**config.mk**
```make
export PLATFORM = sky130hd
export DESIGN_NAME = elevator_motion_scheduler_flat
export DESIGN_NICKNAME = d
export VERILOG_FILES = /design/src/rtl/elevator_motion_scheduler_if.sv /design/src/rtl/elevator_motion_scheduler.sv /design/src/flat_wrapper.sv
export SDC_FILE = /design/constraint.sdc
export NUM_CORES = 1
export LEC_CHECK = 0
export BUFFER_PORTS_ARGS = -buffer_cell sky130_fd_sc_hd__buf_2
export CAP_MARGIN = 20
export CELL_PAD_IN_SITES_DETAIL_PLACEMENT = 0
export CELL_PAD_IN_SITES_GLOBAL_PLACEMENT = 1
export CORE_ASPECT_RATIO = 0.5
export CORE_MARGIN = 2
export CORE_UTILIZATION = 40
export DETAILED_ROUTE_END_ITERATION = 8
export PLACE_DENSITY_LB_ADDON = 0.1
export SYNTH_ARGS = -nofsm -noshare
export SYNTH_HDL_FRONTEND = slang
export SYNTH_SLANG_ARGS = --single-unit
```
**constraint.sdc**
```tcl
create_clock -name clk_in -period 2.4 [get_ports clk_in]
set_input_delay 0.12 -clock clk_in [delete_from_list [all_inputs] [get_ports clk_in]]
set_output_delay 0.12 -clock clk_in [all_outputs]
set_load 0.01 [all_outputs]
```
**src/rtl/elevator_motion_scheduler_if.sv**
```systemverilog
// rtl/elevator_motion_scheduler_if.sv - car control bundle: tick/call inputs, motion/door status outputs
interface elevator_motion_scheduler_if #(
  parameter int NUM_FLOORS = 4,
  parameter int FLOOR_W    = 2
);
  logic                  tick;
  logic [NUM_FLOORS-1:0] req;
  logic [FLOOR_W-1:0]    current_floor;
  logic                  moving;
  logic                  dir_up;
  logic                  door_open;
  logic [NUM_FLOORS-1:0] pending;

  modport master (
    output tick, req,
    input  current_floor, moving, dir_up, door_open, pending
  );

  modport slave (
    input  tick, req,
    output current_floor, moving, dir_up, door_open, pending
  );
endinterface

```
**src/rtl/elevator_motion_scheduler.sv**
```systemverilog
// rtl/elevator_motion_scheduler.sv - SCAN car scheduler: latches calls, times travel and door dwell in ticks
module elevator_motion_scheduler #(
  parameter int NUM_FLOORS   = 4,
  parameter int FLOOR_W      = 2,
  parameter int TRAVEL_TICKS = 4,
  parameter int DOOR_TICKS   = 6,
  parameter int CNT_W        = 8
) (
  input  logic                       clk_in,
  input  logic                       rst,
  elevator_motion_scheduler_if.slave bus
);
  typedef enum logic [1:0] {IDLE, MOVE_UP, MOVE_DOWN, DOOR} state_e;

  localparam logic [CNT_W-1:0] TRAVEL_LAST = CNT_W'(TRAVEL_TICKS - 1);
  localparam logic [CNT_W-1:0] DOOR_LAST   = CNT_W'(DOOR_TICKS - 1);

  state_e                state_q, state_d;
  logic [FLOOR_W-1:0]    floor_q, floor_d;
  logic                  dir_up_q, dir_up_d;
  logic [NUM_FLOORS-1:0] pending_q, pending_d;
  logic [CNT_W-1:0]      travel_cnt_q, travel_cnt_d;
  logic [CNT_W-1:0]      door_cnt_q, door_cnt_d;

  logic [FLOOR_W-1:0]    floor_nx;
  logic [NUM_FLOORS-1:0] here_mask, set_mask, clr_mask, beyond_mask;
  logic                  here, above, below, going_up;

  function automatic logic [NUM_FLOORS-1:0] floor_sel(input logic [FLOOR_W-1:0] f);
    logic [NUM_FLOORS-1:0] m;
    m = '0;
    for (int i = 0; i < NUM_FLOORS; i++) m[i] = (FLOOR_W'(i) == f);
    return m;
  endfunction

  function automatic logic [NUM_FLOORS-1:0] floors_above(input logic [FLOOR_W-1:0] f);
    logic [NUM_FLOORS-1:0] m;
    m = '0;
    for (int i = 0; i < NUM_FLOORS; i++) m[i] = (FLOOR_W'(i) > f);
    return m;
  endfunction

  function automatic logic [NUM_FLOORS-1:0] floors_below(input logic [FLOOR_W-1:0] f);
    logic [NUM_FLOORS-1:0] m;
    m = '0;
    for (int i = 0; i < NUM_FLOORS; i++) m[i] = (FLOOR_W'(i) < f);
    return m;
  endfunction

  always_comb begin
    state_d      = state_q;
    floor_d      = floor_q;
    dir_up_d     = dir_up_q;
    travel_cnt_d = travel_cnt_q;
    door_cnt_d   = door_cnt_q;
    here_mask    = floor_sel(floor_q);
    here         = |(pending_q & here_mask);
    above        = |(pending_q & floors_above(floor_q));
    below        = |(pending_q & floors_below(floor_q));
    going_up     = (state_q == MOVE_UP);
    floor_nx     = going_up ? floor_q + FLOOR_W'(1) : floor_q - FLOOR_W'(1);
    beyond_mask  = going_up ? floors_above(floor_nx) : floors_below(floor_nx);
    set_mask     = bus.req;
    clr_mask     = '0;

    case (state_q)
      IDLE: begin
        if (here) begin
          state_d    = DOOR;
          clr_mask   = here_mask;
          door_cnt_d = '0;
        end else if (above && (dir_up_q || !below)) begin
          state_d      = MOVE_UP;
          dir_up_d     = 1'b1;
          travel_cnt_d = '0;
        end else if (below) begin
          state_d      = MOVE_DOWN;
          dir_up_d     = 1'b0;
          travel_cnt_d = '0;
        end
      end
      MOVE_UP, MOVE_DOWN: begin
        if (bus.tick) begin
          if (travel_cnt_q == TRAVEL_LAST) begin
            floor_d      = floor_nx;
            travel_cnt_d = '0;
            // Arrival decisions use the calls latched before this cycle's req.
            if (|(pending_q & floor_sel(floor_nx))) begin
              state_d    = DOOR;
              clr_mask   = floor_sel(floor_nx);
              door_cnt_d = '0;
            end else if (!(|(pending_q & beyond_mask))) begin
              state_d = IDLE;
            end
          end else begin
            travel_cnt_d = travel_cnt_q + CNT_W'(1);
          end
        end
      end
      DOOR: begin
        // A call to the open floor is absorbed as a dwell extension.
        set_mask = bus.req & ~here_mask;
        if (|(bus.req & here_mask)) begin
          door_cnt_d = '0;
        end else if (bus.tick) begin
          if (door_cnt_q == DOOR_LAST) state_d = IDLE;
          else door_cnt_d = door_cnt_q + CNT_W'(1);
        end
      end
      default: state_d = IDLE;
    endcase

    pending_d = (pending_q | set_mask) & ~clr_mask;
  end

  always_ff @(posedge clk_in or posedge rst) begin
    if (rst) begin
      state_q      <= IDLE;
      floor_q      <= '0;
      dir_up_q     <= 1'b1;
      pending_q    <= '0;
      travel_cnt_q <= '0;
      door_cnt_q   <= '0;
    end else begin
      state_q      <= state_d;
      floor_q      <= floor_d;
      dir_up_q     <= dir_up_d;
      pending_q    <= pending_d;
      travel_cnt_q <= travel_cnt_d;
      door_cnt_q   <= door_cnt_d;
    end
  end

  assign bus.current_floor = floor_q;
  assign bus.moving        = (state_q == MOVE_UP) || (state_q == MOVE_DOWN);
  assign bus.door_open     = (state_q == DOOR);
  assign bus.dir_up        = dir_up_q;
  assign bus.pending       = pending_q;
endmodule

```
**src/flat_wrapper.sv**
```systemverilog
// flat-port wrapper written by rule: the top's interface ports become plain ports
module elevator_motion_scheduler_flat 
#(
  parameter int NUM_FLOORS   = 4,
  parameter int FLOOR_W      = 2,
  parameter int TRAVEL_TICKS = 4,
  parameter int DOOR_TICKS   = 6,
  parameter int CNT_W        = 8
)
  (clk_in, rst, bus_tick, bus_req, bus_current_floor, bus_moving, bus_dir_up, bus_door_open, bus_pending);
  elevator_motion_scheduler_if #(.NUM_FLOORS(NUM_FLOORS), .FLOOR_W(FLOOR_W)) bus_i ();
  input  logic clk_in;
  input  logic rst;
  input wire logic [$bits(bus_i.tick)-1:0] bus_tick;
  input wire logic [$bits(bus_i.req)-1:0] bus_req;
  output wire logic [$bits(bus_i.current_floor)-1:0] bus_current_floor;
  output wire logic [$bits(bus_i.moving)-1:0] bus_moving;
  output wire logic [$bits(bus_i.dir_up)-1:0] bus_dir_up;
  output wire logic [$bits(bus_i.door_open)-1:0] bus_door_open;
  output wire logic [$bits(bus_i.pending)-1:0] bus_pending;
  assign bus_i.tick = bus_tick;
  assign bus_i.req = bus_req;
  assign bus_current_floor = bus_i.current_floor;
  assign bus_moving = bus_i.moving;
  assign bus_dir_up = bus_i.dir_up;
  assign bus_door_open = bus_i.door_open;
  assign bus_pending = bus_i.pending;
  elevator_motion_scheduler #(.NUM_FLOORS(NUM_FLOORS), .FLOOR_W(FLOOR_W), .TRAVEL_TICKS(TRAVEL_TICKS), .DOOR_TICKS(DOOR_TICKS), .CNT_W(CNT_W)) u_core (.clk_in(clk_in), .rst(rst), .bus(bus_i));
endmodule
```
# Yosys cells after proc, flatten, opt, wreduce, memory -nomap -nowiden

Index checks and enable logic that the tools add are counted.

Bits of input ports: 7
Output and inout port bits: 9
Bits in registers: 25

Magnitude comparators: 16
Multiplexer cells: 35
$add $sub $neg: 4
Equality and inequality tests: 24
Bitwise logic cells: 12
Reductions and logical operators: 21

Operators by type and width:

| kind                  | count |
|---|---|
| $mux W8               | 12 |
| $and A4 B4 Y4         | 8 |
| $mux W4               | 6 |
| $pmux W8 S3           | 1 |
| $reduce_or A4 Y1      | 6 |
| $mux W2               | 11 |
| $add A8 B1 Y8 const B | 2 |
| $pmux W8 S2           | 1 |
| $ne A3 B2 Y1 const B  | 3 |
| $eq A2 B2 Y1 const A  | 4 |
| $eq A8 B2 Y1 const B  | 1 |
| $eq A8 B3 Y1 const B  | 1 |
| $gt A1 B2 Y1 const A  | 4 |
| $gt A2 B2 Y1 const A  | 4 |
| $lt A1 B2 Y1 const A  | 4 |
| $lt A2 B2 Y1 const A  | 4 |
| $ne A2 B1 Y1 const B  | 4 |
| $ne A2 B2 Y1 const B  | 4 |
| $not A4 Y4            | 2 |
| $pmux W4 S2           | 1 |
| $reduce_and A7 Y1     | 1 |
| $logic_not A2 Y1      | 3 |
| $pmux W2 S3           | 1 |
| $reduce_and A3 Y1     | 2 |
| 17 further kinds      | 22 |

# Logic depth before layout (Yosys ltp)

Gate-level depths: netlist of run 1.

Word-level depth: 11
Gate-level depth with buffers: 10
Gate-level depth less buffers: 7

# Worst setup path before layout of run 1

Ideal clock, no wire load.

Kind: register to register
Start: register u_core.floor_q[0] (netlist: u_core.bus.current_floor[0])
End: register u_core.door_cnt_q[4]
Buffers on the path: 2
Setup time: 0.095 ns
Data arrival time: 2.447 ns
Slack: -0.142 ns
Required time: 2.305 ns
Stages on the path, launching flop included: 10
Cells stage by stage: dfrtp_1 > buf_4 > inv_1 > ha_1 > xor2_2 > mux2_2 > a222oi_1 > buf_4 > nand3_4 > o31ai_1

Longest elaborated chain between the ends: 7

RTL lines:

| what                                                  | RTL line                         | source |
|---|---|---|
| start, declared                                       | elevator_motion_scheduler.sv:19  | `logic [FLOOR_W-1:0] floor_q, floor_d;` |
| start signal, assigned                                | elevator_motion_scheduler.sv:126 | `floor_q <= floor_d;` |
| $sub A2 B1 Y2 / $add A2 B1 Y2 (equally long branches) | elevator_motion_scheduler.sv:61  | `floor_nx = going_up ? floor_q + FLOOR_W'(1) : floor_q - FLOOR_W'(1);` |
| $mux W2                                               | elevator_motion_scheduler.sv:61  |  |
| $eq A1 B2 Y1 (tied with other cells)                  | elevator_motion_scheduler.sv:32  | `for (int i = 0; i < NUM_FLOORS; i++) m[i] = (FLOOR_W'(i) == f);` |
| $and A4 B4 Y4                                         | elevator_motion_scheduler.sv:88  | `if (\|(pending_q & floor_sel(floor_nx))) begin` |
| $reduce_or A4 Y1                                      | elevator_motion_scheduler.sv:88  |  |
| $ne A2 B1 Y1 (no line)                                | -                                |  |
| $reduce_and A6 Y1 (no line)                           | -                                |  |
| end signal, assigned                                  | elevator_motion_scheduler.sv:130 | `door_cnt_q <= door_cnt_d;` |
| end, declared                                         | elevator_motion_scheduler.sv:23  | `logic [CNT_W-1:0] door_cnt_q, door_cnt_d;` |

Parallel ways exist; a longest one is shown, timed or not.
A chain may end at the register's enable or synchronous reset.

# Final worst setup path of run 1

Start: register u_core.floor_q[0] (netlist: u_core.bus.current_floor[0])
End: register u_core.state_q[0]

Longest elaborated chain between the ends: 9

RTL lines:

| what                                                  | RTL line                         | source |
|---|---|---|
| branches (longest 9 deep; another with $sub A2 B1 Y2) | -                                |  |
| end signal, assigned                                  | elevator_motion_scheduler.sv:125 | `state_q <= state_d;` |
| end, declared                                         | elevator_motion_scheduler.sv:18  | `state_e state_q, state_d;` |

Several ways; the timed one is not identified. The select of a mux whose other input is x is not followed.

==> summary.txt, run 1 <==
Run status
  – Status: completed

Floorplanning
  – Num rows: 17
  – Initial core utilization: 42.1%
  – Core footprint: 0.00445 mm²
  – Die area: 0.00527 mm²
  – Die height: 52.4 µm
  – Top Ports: 16
  – Die width: 101 µm

Drt
  – DR vias/cell: 5.82
  – Drt drc: 0
  – Antenna Violating Nets Remaining: 0
  – DRT Pass-1 Iters: 4
  – DR iter-0 viols: 111
  – Via count: 1653
  – Final WL: 4740 µm
  – Drt wl/cell: 16.7 µm

Logic synthesis
  – Post-synthesis xor/xnor area fraction: 1.81%
  – Compound-Gate Fraction of Synth Area: 26.6%
  – Synth Area in Adders: 9.36%
  – Mapped Area: 0.00187 mm²
  – Sequential fraction of the synthesis area: 33.5%
  – Mux cell area share after synthesis: 5.02%
  – Synth cell types: 49
  – Largest family of logic cells by synthesized area: compound AO/OA/AOI/OAI gates
  – Main flop type after synthesis: dfrtp_1
  – Post-Syn Nets: 220
  – Cells after Synth: 199
  – Ys async rst share: 100%
  – Simple-gate share of the synthesized area: 17.7%
  – Post-Syn Area per Cell: 9.40 µm²
  – Warning count from the yosys run: 0
  – Synth Register Bits: 25
  – Number of synthesized flops with an enable pin: 0

Run
  – Max-cap violations: 0

Timing
  – Final setup fails: 0
  – PnR worst setup slack: 77.0 ps
  – Fin crit period: 2320 ps
  – Tightest Pin Transition: 608 ps
  – Final Slew Violations: 0
  – Hold Vio Cnt, Final: 0
  – Worst Skew: 3.93 ps
  – Tcrit/Tclk final: 96.8%
  – Slew margin rel.: 59.4%
  – RSZ-0062 raised after global routing: yes
  – Fmax: 430 MHz

Pwr
  – Pwr Density: 1420 mW/mm²
  – Static Leakage: 0.981 nW
  – Peak supply drop: 0.000436 V

GRT
  – Vias in the first global route: 1570
  – Initial antenna violation count: 0
  – Grt met3 use: 4.00%
  – Met2 Track Usage GR: 31.4%
  – Total track usage: 19.4%
  – Grt ovf: 0
  – Largest net degree at the start of global routing: 16
  – Global-route wire length before repair: 7800 µm
  – Busiest grt layer: met2
  – Met1 Use GR: 26.9%

Cells and area
  – Final core utilization: 49.9%
  – Area Overhead vs Synth: 18.5%
  – Fillcell total: 426
  – # diodes: 0
  – Share of cells above drive strength 1: 29.1%
  – Nets: 249
  – Area occupied by multi-input gates: 0.00120 mm²
  – FF/Latch Area: 628 µm²

Placed design
  – IO buf count: 15
  – DP Wirelength: 3480 µm
  – Placer Congestion: 0.828
  – Place WS: 69.4 ps

Worst setup path
  – Crit path launch type: flip-flop
  – Critical Path AT: 2500 ps
  – Crit path max fanout: 12
  – Critical path type: flip-flop to flip-flop
  – Flop-to-flop setup slack: 80 ps
  – CP Capture Type: flip-flop
  – Data required time of the critical path: 2570 ps

CTS
  – Worst-Skew Late Latency: 280 ps
  – Clock sinks: 25
  – Clk root buf: clkbuf_8
  – Htree depth: 1
  – Bufs on Longest Clock Path: 2
  – Num CTS Buffers: 3
  – Reg clk slew, reported paths: 100 ps
  – CTS tree: built

Min path
  – Hold/Removal Path Class: input port to flip-flop
## cells in the final DEF, fill, tap and decap left out, types with 5 or more instances in the layout
master   instances
inv_1           15
a21oi_1          7
nand2_1         20
nand3_1          6
dfrtp_1         23
a21o_1           5
nor2_1           5
a22o_2           7
o21ai_0          8
mux2i_1          6
buf_4           14
ha_1            11
buf_2           15
## metal layers
layer,up-vias,wire length (µm)
met5,-,0
met4,0,23
met3,4,252
met2,36,2090
met1,810,2380
li1,803,-
## final timing paths
check	from	end	depth (start not counted)
max	u_core.bus.current_floor[0]	u_core.state_q[0]	8
min	bus_req[0]	u_core.bus.pending[0]	4
max reg2reg	u_core.bus.current_floor[0]	u_core.state_q[0]	8
min reg2reg	u_core.door_cnt_q[5]	u_core.door_cnt_q[5]	1
max in group asynchronous	rst	u_core.bus.current_floor[0]	4
min in group asynchronous	rst	u_core.travel_cnt_q[6]	3
## cell families (layout without fill, tap and decap cells)
| kind of cell | count (synthesis) | count (layout) |
|---|---|---|
| XOR/XNOR | 3 | 3 |
| adder cells (fa/ha/maj) | 14 | 14 |
| AND/OR/NAND/NOR | 61 | 61 |
| buffers and inverters | 25 | 53 |
| multiplexers | 9 | 9 |
| flip-flops | 25 | 25 |
| AO/OA/AOI/OAI | 62 | 62 |
## Yosys cell counts (all sizes together), types with 2 or more instances
| cell | number | area (µm²) |
|---|---|---|
| a21o | 5 | 37.5 |
| a21oi | 7 | 35.0 |
| a222oi | 3 | 30.0 |
| a22o | 7 | 70.1 |
| a22oi | 2 | 15.0 |
| a31o | 4 | 35.0 |
| a31oi | 2 | 12.5 |
| a41oi | 4 | 35.0 |
| and3 | 4 | 25.0 |
| buf | 5 | 36.3 |
| clkbuf | 2 | 7.51 |
| dfrtp | 24 | 601 |
| ha | 14 | 175 |
| inv | 18 | 67.6 |
| mux2 | 3 | 33.8 |
| mux2i | 6 | 60.1 |
| nand2 | 21 | 81.3 |
| nand2b | 3 | 18.8 |
| nand3 | 7 | 47.6 |
| nand4 | 4 | 25.0 |
| nand4b | 2 | 17.5 |
| nor2 | 5 | 18.8 |
| nor2b | 3 | 18.8 |
| nor3 | 4 | 20.0 |
| nor4b | 2 | 17.5 |
| o211ai | 3 | 22.5 |
| o21ai | 8 | 40.0 |
| o21bai | 2 | 15.0 |
| o221ai | 3 | 26.3 |
| o22ai | 2 | 12.5 |
| o31ai | 4 | 30.0 |
| or3 | 2 | 12.5 |
| xnor2 | 2 | 17.5 |
## final cells by class
class	instances	area share (%)
Multi-Input combinational cell	149	54.0
Sequential cell	25	28.3
Timing Repair Buffer	31	9.09
Tap cell	57	3.22
Inverter	18	3.16
Clock buffer	3	1.86
Clock inverter	1	0.339
## metrics by stage
stage | hold WS (ps) | power (mW) | instances | area [µm²] | setup TNS, ps
3_5_place_dp | 219 | 2.73 | 276 | 2090 | 0
2_1_floorplan | 147 | 2.14 | 199 | 1890 | 0
6_report | 218 | 3.16 | 284 | 2220 | 0
4_1_cts | 216 | 3.01 | 281 | 2150 | 0
5_1_grt | 240 | 3.42 | 284 | 2220 | -122
3_3_place_gp | 206 | 2.70 | 276 | 2090 | 0
## power breakdown
part | internal, mW | switching, mW | total (mW) | leakage (nW)
Combinational | 0.967 | 1.25 | 2.22 | 0.645
Clock | 0.118 | 0.157 | 0.275 | 0.0217
Sequential | 0.518 | 0.145 | 0.662 | 0.314
Total | 1.60 | 1.55 | 3.16 | 0.981
## critical path, stage by stage, from the launching register on
cell and delay, ps:
dfrtp_2 450, buf_4 150, buf_4 180, ha_1 200, a222oi_1 380, buf_4 230, nand4_1 100, o2111ai_1 150
mux2_2 380
## registers in the layout, summed over array words and instances, names as in the netlist
| register | count |
|---|---|
| u_core.bus.current_floor | 2 |
| u_core.bus.dir_up | 1 |
| u_core.bus.pending | 4 |
| u_core.door_cnt_q | 8 |
| u_core.state_q | 2 |
| u_core.travel_cnt_q | 8 |
## what timing repair did
action,4_1_cts,5_1_grt
hold buffers,1,0
endpoints found under the hold margin,12,0
setup endpoints to repair,0,8
setup buffers,0,2
gates resized for setup,0,10
(Power assumes the default switching activity.)
==> run 2, diff against run 1 <==
--- a/config.mk
+++ b/config.mk
@@ -12,6 +12,7 @@
 export CORE_ASPECT_RATIO = 0.5
 export CORE_MARGIN = 2
 export CORE_UTILIZATION = 40
+export CTS_BUF_LIST = sky130_fd_sc_hd__clkbuf_8
 export DETAILED_ROUTE_END_ITERATION = 8
 export PLACE_DENSITY_LB_ADDON = 0.1
 export SYNTH_ARGS = -nofsm -noshare
==> constraint.sdc (replaced) <==
create_clock -name clk_in -period 2.27 [get_ports clk_in]
set_input_delay 0.1135 -clock clk_in [delete_from_list [all_inputs] [get_ports clk_in]]
set_output_delay 0.1135 -clock clk_in [all_outputs]
set_load 0.01 [all_outputs]
==> run 2 against run 1 <==
The flow now finishes with violations (negative setup slack). Fmax rose by 2.1%. Worst setup slack worse by 81 ps. Clock-buffer cell count did not move. Combinational power is 11% higher. First-iteration DRC count decreased by 44%. Non-clock buffer count increased by 6. Wire length is 3.2% lower.
==> summary.txt, run 2 (synthesized netlist as in run 1, its figures left out) <==
Floorplanning
  – Num rows: 17 (unchanged)
  – Die height: 52.4 µm (unchanged)
  – Initial core utilization: 42.1% (unchanged)
  – Die area: 0.00527 mm² (unchanged)
  – Top Ports: 16 (unchanged)
  – Die width: 101 µm (unchanged)
  – Core footprint: 0.00445 mm² (unchanged)

Timing
  – Final setup fails: 2 (+2)
  – Hold Vio Cnt, Final: 0 (unchanged)
  – Final Slew Violations: 0 (unchanged)
  – RSZ-0062 raised after global routing: yes
  – Slew margin rel.: 54.8% (-4.7 points)
  – Fmax: 440 MHz (+2.1%)
  – Worst Skew: 12.4 ps (+8.48 ps)
  – Final hold slack: 230 ps (+12.5 ps)
  – Tcrit/Tclk final: 100% (+3.4 points)
  – Tightest Pin Transition: 678 ps (+70.1 ps)
  – Fin crit period: 2270 ps (-48.8 ps)
  – PnR worst setup slack: -4.20 ps (-81.2 ps)

Cells and area
  – Area Overhead vs Synth: 22.0%
  – Most frequent cells in the layout: 22 x dfrtp_1, 20 x nand2_1, 20 x buf_4
  – Commonest non-fill, non-tap cell in the layout: dfrtp_1
  – FF/Latch Area: 629 µm² (+0.20%)
  – # diodes: 0 (unchanged)
  – Fin area: 0.00228 mm² (+2.9%)
  – Area occupied by multi-input gates: 0.00122 mm² (+1.9%)
  – Share of cells above drive strength 1: 30.9% (+1.8 points)
  – Fillcell total: 435 (+2.1%)
  – Nets: 255 (+2.4%)

Placed design
  – Place WS: 23.8 ps (-45.6 ps)
  – Post-DP Area: 0.00216 mm² (+3.5%)
  – Placer Congestion: 0.840 (+1.5%)
  – IO buf count: 15 (unchanged)
  – DP Wirelength: 3420 µm (-1.8%)

Worst setup path
  – Critical Path AT: 2430 ps (-70 ps)
  – CP max-delay cell: dfrtp_2
  – Data required time of the critical path: 2420 ps (-150 ps)
  – Critical path type: flip-flop to flip-flop
  – Crit path cell chain: inv_4, ha_4, xor2_4, mux2_4, a222oi_1, buf_4, buf_6, and3_1, o22ai_1
  – Crit-path max cell delay: 440 ps (about the same)
  – Crit path launch type: flip-flop
  – CP Capture Type: flip-flop
  – Crit path max fanout: 6 (-6)

Pwr
  – Peak supply drop: 0.000524 V (+20%)
  – Static Leakage: 1.02 nW (+3.8%)
  – Pwr Density: 1490 mW/mm² (+5.0%)
  – Power Total: 3.41 mW (+8.1%)

CTS
  – CTS tree: built
  – Bufs on Longest Clock Path: 2 (unchanged)
  – Worst-Skew Late Latency: 270 ps (about the same)
  – Clock sinks: 25 (unchanged)
  – Num CTS Buffers: 3 (unchanged)
  – Htree depth: 1 (unchanged)
  – Clk root buf: clkbuf_8
  – Reg clk slew, reported paths: 100 ps (about the same)

Min path
  – Hold/Removal Path Class: input port to flip-flop

Drt
  – Antenna Violating Nets Remaining: 0 (unchanged)
  – Drt wl/cell: 15.8 µm (-5.3%)
  – DR iter-0 viols: 62 (-44%)
  – DRT Pass-1 Iters: 5 (+1)
  – DR vias/cell: 5.78 (-0.65%)
  – Drt drc: 0 (unchanged)
  – Final WL: 4590 µm (-3.2%)
  – Via count: 1677 (+1.5%)

GRT
  – Vias in the first global route: 1614 (+2.8%)
  – Met1 Use GR: 26.7% (-0.20 points)
  – Global-route wire length before repair: 7760 µm (-0.53%)
  – Initial antenna violation count: 0 (unchanged)
  – Busiest grt layer: met2
  – Grt met3 use: 4.53% (+0.53 points)
  – Total track usage: 19.0% (-0.38 points)
  – Largest net degree at the start of global routing: 18 (+2)
  – Grt ovf: 0 (unchanged)
  – Met2 Track Usage GR: 29.9% (-1.6 points)

Run
  – Max-cap violations: 0 (unchanged)

Run status
  – Failing checks: negative setup slack
  – Status: complete, but fails checks
[run 2: cell type report]
| cell class | instances | share of cell area (%) |
|---|---|---|
| multi-input cells | 149 | 53.5 |
| flip-flops and latches | 25 | 27.6 |
| repair buffers | 37 | 10.8 |
| well taps | 57 | 3.12 |
| inverters | 18 | 3.07 |
| clock buffers | 3 | 1.81 |
| clock inverters | 1 | 0.164 |
[run 2: through the flow]
stage | std cells | utilization [%] | setup TNS [ps]
after detailed placement | 282 | 48.6 | 0
after floorplan | 199 | - | 0
after CTS | 287 | 49.8 | 0
after global routing | 290 | 51.3 | -874
final | 290 | 51.3 | -5.07
after global placement | 282 | 48.6 | 0
[run 2: path summary, 6_finish.rpt]
kind	from	end	slack, ps	depth (start not counted)
worst min register to register	u_core.bus.dir_up	u_core.bus.dir_up	520	2
worst max-delay path	u_core.bus.current_floor[0]	u_core.door_cnt_q[2]	-4	9
min in group asynchronous	rst	u_core.travel_cnt_q[7]	480	3
worst min-delay path	bus_tick	u_core.bus.current_floor[0]	230	3
max in group asynchronous	rst	u_core.door_cnt_q[4]	1190	4
worst max register to register	u_core.bus.current_floor[0]	u_core.door_cnt_q[2]	-4	9
[run 2: report_power, final]
part           internal, mW  switching (mW)
clock network         0.121           0.144
registers             0.549           0.128
logic                  1.13            1.34
total                  1.80            1.61
[run 2: layer usage]
metal,wire (µm),vias to the layer above
met1,2190,832
met4,14,0
li1,-,811
met3,225,2
met2,2160,32
met5,0,-
[run 2: what timing repair did]
item                                   4_1_cts  5_1_grt
setup endpoints to repair                    1       17
buffers inserted                             0        3
gates resized for setup                      1        9
endpoints found under the hold margin       15        0
hold buffers                                 1        0
cloned                                       0        0
pin swaps                                    0        5
[run 2: critical path, delay by kind of cell, from the launching register on]
| kind | cells | cell delay [ps] |
|---|---|---|
| fa+ha+maj | 1 | 300 |
| buf+inv | 3 | 400 |
| flops | 1 | 440 |
| simple gates | 1 | 150 |
| compound gates | 2 | 360 |
| xor+xnor | 1 | 160 |
| mux | 1 | 320 |
